===== src/rtl/seq_cmp16_ctrl_pkg.sv =====
// Shared types and constants for the sequential nibble-serial magnitude comparator.
package seq_cmp16_ctrl_pkg;

  localparam int unsigned NIBBLE_W  = 4;
  localparam int unsigned DEF_WIDTH = 16;

  typedef enum logic [1:0] {
    IDLE = 2'd0,
    CMP  = 2'd1,
    DONE = 2'd2
  } state_t;

  // Sign-bit position for an operand of the given width.
  function automatic int unsigned sign_bit_pos(input int unsigned width);
    return width - 1;
  endfunction

endpackage


===== src/rtl/seq_cmp16_ctrl_comp4.sv =====
// 4-bit unsigned magnitude comparator slice, purely combinational.
module seq_cmp16_ctrl_comp4
  import seq_cmp16_ctrl_pkg::*;
(
  input  logic [NIBBLE_W-1:0] a,
  input  logic [NIBBLE_W-1:0] b,
  output logic                lt_c,
  output logic                eq_c,
  output logic                gt_c
);

  assign lt_c = (a < b);
  assign eq_c = (a == b);
  assign gt_c = (a > b);

endmodule


===== src/rtl/seq_cmp16_ctrl.sv =====
// Nibble-serial magnitude comparison controller: one comp4 slice stepped MSB nibble
// first, early exit on first difference, signed order via sign-bit inversion.
module seq_cmp16_ctrl
  import seq_cmp16_ctrl_pkg::*;
#(
  parameter  int unsigned WIDTH   = DEF_WIDTH,
  localparam int unsigned NIBBLES = WIDTH / NIBBLE_W
) (
  input  logic             clk,
  input  logic             rst_n,
  input  logic             start,
  input  logic             signed_mode,
  input  logic             abort,
  input  logic [WIDTH-1:0] a,
  input  logic [WIDTH-1:0] b,
  output logic             busy,
  output logic             done,
  output logic             lt,
  output logic             eq,
  output logic             gt
);

  localparam int unsigned IDX_W    = (NIBBLES > 1) ? $clog2(NIBBLES) : 1;
  localparam int unsigned SIGN_BIT = sign_bit_pos(WIDTH);
  localparam logic [IDX_W-1:0] IDX_MAX = IDX_W'(NIBBLES - 1);

  state_t             state_q, state_d;
  logic [IDX_W-1:0]   idx_q, idx_d;
  logic [WIDTH-1:0]   a_q, a_d;
  logic [WIDTH-1:0]   b_q, b_d;
  logic               lt_d, eq_d, gt_d;
  logic               busy_d, done_d;

  logic [NIBBLE_W-1:0] nib_a_c, nib_b_c;
  logic                slice_lt_c, slice_eq_c, slice_gt_c;

  // Nibble select feeding the shared slice.
  always_comb begin
    nib_a_c = '0;
    nib_b_c = '0;
    for (int unsigned i = 0; i < NIBBLES; i++) begin
      if (idx_q == IDX_W'(i)) begin
        nib_a_c = a_q[i*NIBBLE_W +: NIBBLE_W];
        nib_b_c = b_q[i*NIBBLE_W +: NIBBLE_W];
      end
    end
  end

  seq_cmp16_ctrl_comp4 u_comp4 (
    .a    (nib_a_c),
    .b    (nib_b_c),
    .lt_c (slice_lt_c),
    .eq_c (slice_eq_c),
    .gt_c (slice_gt_c)
  );

  // Next-state, operand latch and flag logic.
  always_comb begin
    state_d = state_q;
    idx_d   = idx_q;
    a_d     = a_q;
    b_d     = b_q;
    lt_d    = lt;
    eq_d    = eq;
    gt_d    = gt;

    if (abort) begin
      state_d = IDLE;
      lt_d    = 1'b0;
      eq_d    = 1'b0;
      gt_d    = 1'b0;
    end else begin
      unique case (state_q)
        IDLE, DONE: begin
          if (start) begin
            // Flipping both sign bits maps two's-complement order onto unsigned order.
            a_d           = a;
            b_d           = b;
            a_d[SIGN_BIT] = a[SIGN_BIT] ^ signed_mode;
            b_d[SIGN_BIT] = b[SIGN_BIT] ^ signed_mode;
            idx_d         = IDX_MAX;
            lt_d          = 1'b0;
            eq_d          = 1'b0;
            gt_d          = 1'b0;
            state_d       = CMP;
          end else if (state_q == DONE) begin
            state_d = IDLE;
          end
        end
        CMP: begin
          if (!slice_eq_c) begin
            lt_d    = slice_lt_c;
            gt_d    = slice_gt_c;
            eq_d    = 1'b0;
            state_d = DONE;
          end else if (idx_q == '0) begin
            eq_d    = 1'b1;
            state_d = DONE;
          end else begin
            idx_d = idx_q - IDX_W'(1);
          end
        end
        default: state_d = IDLE;
      endcase
    end

    busy_d = (state_d == CMP);
    done_d = (state_d == DONE);
  end

  always_ff @(posedge clk or negedge rst_n) begin
    if (!rst_n) begin
      state_q <= IDLE;
      idx_q   <= IDX_MAX;
      a_q     <= '0;
      b_q     <= '0;
      lt      <= 1'b0;
      eq      <= 1'b0;
      gt      <= 1'b0;
      busy    <= 1'b0;
      done    <= 1'b0;
    end else begin
      state_q <= state_d;
      idx_q   <= idx_d;
      a_q     <= a_d;
      b_q     <= b_d;
      lt      <= lt_d;
      eq      <= eq_d;
      gt      <= gt_d;
      busy    <= busy_d;
      done    <= done_d;
    end
  end

endmodule


===== config.mk =====
export PLATFORM = sky130hd
export DESIGN_NAME = seq_cmp16_ctrl
export DESIGN_NICKNAME = d
export VERILOG_FILES = /design/src/rtl/seq_cmp16_ctrl_pkg.sv /design/src/rtl/seq_cmp16_ctrl_comp4.sv /design/src/rtl/seq_cmp16_ctrl.sv
export SDC_FILE = /design/constraint.sdc
export NUM_CORES = 1
export LEC_CHECK = 0
export CORE_MARGIN = 2
export CORE_UTILIZATION = 62
export CTS_CLUSTER_DIAMETER = 60
export DETAILED_ROUTE_END_ITERATION = 8
export DONT_BUFFER_PORTS = 1
export PLACE_DENSITY_LB_ADDON = 0.1
export SLEW_MARGIN = 10
export SYNTH_ARGS = -nofsm -noshare
export SYNTH_HDL_FRONTEND = slang
export SYNTH_SLANG_ARGS = --single-unit

===== constraint.sdc =====
create_clock -name clk -period 3.8 [get_ports clk]
set_input_delay 0.76 -clock clk [delete_from_list [all_inputs] [get_ports clk]]
set_output_delay 0.76 -clock clk [all_outputs]
set_load 0.02 [all_outputs]

==> flow_summary.json <==
{
  "holdBufCountCts": 0,
  "stdcell_area_um2": 2080,
  "arrival_ns": 3.46,
  "worstMarginPinSlew_ns": 1.04,
  "io_pins": 42,
  "hold_viol_final": 0,
  "cts.sinks": 41,
  "regArea_um2": 1030,
  "multi_input_area_um2": 917,
  "p_leak_uw": 0.000910,
  "grt_use_total_pct": 22.6,
  "nets": 206,
  "rsz0062_at_grt": "no",
  "dieArea_um2": 3740,
  "ys_types": 34,
  "synthCells": 163,
  "post_cts_buffers": 0,
  "post_cts_resized": 0,
  "grt_max_degree": 42,
  "hold_path_class": "primary input to asynchronous set/reset pin",
  "place.gp.congestion": 0.839,
  "via_count": 1242,
  "mostFrequentLayoutCells": "dfrtp_1, mux2_2, a21oi_1, mux2_4, nand2_1",
  "worst_ir_drop_vdd_mv": 0.327,
  "reg2reg_from": "idx_q[1]$_DFFE_PN1P_",
  "r2r-end": "idx_q[0]$_DFFE_PN1P_",
  "core-area_um2": 3080,
  "die_height_um": 61.2,
  "synthAdderAreaFrac_pct": 4.94,
  "drtAntennaViolNets": 0,
  "setup-violations-final": 0,
  "cp_max_fo": 10,
  "yosysWarnings": 0,
  "first_pass_iters": 4,
  "min_period_ns": 3.17,
  "worstRegToRegCells": 11,
  "synth_mux_area_share_pct": 18.6,
  "max_freq_mhz": 315,
  "ys_seq_area_share_pct": 50.7,
  "drt-initial-drc-count": 41,
  "fillers": 265,
  "syn_area_um2": 2030,
  "run_status": "finished, final reports clean",
  "wl_per_cell_um": 17.9,
  "area_delta_synth_final_pct": 2.59,
  "path_clk_slew_ns": 0.13,
  "synth_top_family_by_area": "multiplexers",
  "powerDensity_nw_per_um2": 596,
  "critPathLaunchType": "register",
  "ys_seq_elements": 41,
  "drv_slew": 0,
  "preCtsSetupSlack_ns": 0.700,
  "antenna_found_initial": 0,
  "endpoint_kind": "register",
  "cts_tree": "built",
  "worstSetupPathType": "register to register",
  "finalCritPeriodShare_pct": 83.5,
  "clk_latency_ns": 0.36,
  "place_area_um2": 2020,
  "diodes": 0,
  "synth_xor_area_share_pct": 0.864,
  "clockBufferDepth": 2,
  "overflow": 0,
  "max_slew_margin_pct": 30.5,
  "dp_hpwl_um": 2770,
  "vias_per_cell": 6.03,
  "layout_commonest_cell": "dfrtp_1",
  "drc": 0,
  "rows": 20,
  "fin_tns_setup_ns": 0,
  "layout-drive-gt1-share_pct": 25.3,
  "port_buffers": 0,
  "grt_pass1_wl_um": 6090,
  "cp_data_required_time_ns": 4.09,
  "cts_made_buffers": 5,
  "start_util_pct": 65.9,
  "grt_pass1_vias": 1273,
  "die_w_um": 61.2,
  "postSynthAreaPerCell_um2": 12.4,
  "synth-compound-area-share_pct": 11.1,
  "totalWireLength_um": 3690,
  "setup_slack_ns": 0.627,
  "r2r_slack_ns": 0.63,
  "maxCapViolCount": 0,
  "finClkSkew_ns": 0.0189,
  "syn_nets": 208,
  "synth_simple_gate_area_share_pct": 9.69,
  "clock-root-buffer": "clkbuf_4",
  "h-tree-depth": 2
}
## metal layers
layer  up-vias  track usage (%)  part of all wire, %
li1        587                -                    -
met1       618             30.8                   43
met2        32             35.4                   51
met3         5             5.67                  5.5
met4         0             7.76                 0.92
met5         -                0                    0
## worst max-delay path by stage
stage / from / end / slack [ns] / cells after the start
2_1_floorplan: idx_q[1]$_DFFE_PN1P_ / idx_q[0]$_DFFE_PN1P_ / 1.10 / 13
3_3_place_gp: idx_q[1]$_DFFE_PN1P_ / idx_q[0]$_DFFE_PN1P_ / 0.94 / 11
3_5_place_dp: idx_q[1]$_DFFE_PN1P_ / idx_q[0]$_DFFE_PN1P_ / 0.70 / 11
4_1_cts: idx_q[1]$_DFFE_PN1P_ / idx_q[0]$_DFFE_PN1P_ / 0.66 / 11
5_1_grt: idx_q[1]$_DFFE_PN1P_ / idx_q[0]$_DFFE_PN1P_ / 0.42 / 11
6_report: idx_q[1]$_DFFE_PN1P_ / idx_q[0]$_DFFE_PN1P_ / 0.63 / 11
## per-stage QoR
step           cells  utilization [%]  total power [uW]  hold WS (ns)
4_1_cts          206             67.6              1240        0.0734
6_report         206             67.6              1240        0.0713
3_3_place_gp     198             65.5               990         0.465
5_1_grt          206             67.6              1330        0.0555
3_5_place_dp     198             65.5              1010         0.465
2_1_floorplan    163                -               929         0.464
## kinds of logic (layout without fill, tap and decap cells)
kind of cell	Yosys count	count (layout)
AND/OR/NAND/NOR	36	36
flip-flops	41	41
multiplexers	30	30
adder cells (fa/ha/maj)	8	8
buffers and inverters	13	12
AO/OA/AOI/OAI	33	33
XOR/XNOR	2	2
## cell type report
class                      instances  share of cell area (%)
tap                               44                    2.65
multi-input combinational        109                    44.1
clock buffer                       6                    2.47
sequential                        41                    49.4
inverter                           4                   0.722
clock inverter                     2                   0.661
## state kept, by name, summed over array words and instances, names as in the netlist
| name | count |
|---|---|
| a_q | 16 |
| b_q | 16 |
| idx_q | 2 |
| state_q | 2 |
| busy | 1 |
| done | 1 |
| eq | 1 |
| gt | 1 |
| lt | 1 |
## power breakdown
group	internal, uW	switching, uW	total, uW
Combinational	196	203	399
Sequential	530	75.9	606
Clock	90.3	145	236
## cells in the mapped netlist
| cell | n | share of area (%) |
|---|---|---|
| buf_6 | 2 | 1.1 |
| a32o_1 | 1 | 0.49 |
| nor2b_2 | 1 | 0.43 |
| nor2b_1 | 9 | 2.8 |
| mux2i_1 | 1 | 0.49 |
| buf_4 | 2 | 0.74 |
| nand4_1 | 1 | 0.31 |
| a22oi_1 | 1 | 0.37 |
| o21ai_0 | 4 | 0.99 |
| o31ai_1 | 4 | 1.5 |
| xnor2_1 | 2 | 0.86 |
| mux2_2 | 18 | 10 |
| nor3b_1 | 1 | 0.37 |
| o21a_1 | 1 | 0.37 |
| a21oi_1 | 11 | 2.7 |
| o21bai_1 | 1 | 0.37 |
| a221oi_1 | 7 | 3.0 |
| nand2b_1 | 2 | 0.62 |
| o31a_1 | 1 | 0.43 |
| clkbuf_1 | 4 | 0.74 |
| dfstp_2 | 2 | 2.6 |
| inv_1 | 4 | 0.74 |
| nor2b_4 | 1 | 0.68 |
| o41ai_1 | 1 | 0.43 |
| buf_8 | 1 | 0.74 |
| or3b_1 | 1 | 0.43 |
| or4_1 | 1 | 0.37 |
| nand2_1 | 10 | 1.9 |
| nor2_1 | 6 | 1.1 |
| mux2_4 | 11 | 8.1 |
| nor3_1 | 3 | 0.74 |
| o32ai_1 | 1 | 0.43 |
| dfrtp_1 | 39 | 48 |
| ha_1 | 8 | 4.9 |
## critical path, cell delays in order (launching register included)
cell      delay (ns)
dfstp_2         0.58
inv_1           0.07
ha_1            0.30
nor2b_1         0.44
a221oi_1        0.15
nor3_1          0.21
a21oi_1         0.07
ha_1            0.34
nand4_1         0.25
or4_1           0.48
a21oi_1         0.16
a21oi_1         0.06
(Power assumes the default switching activity.)
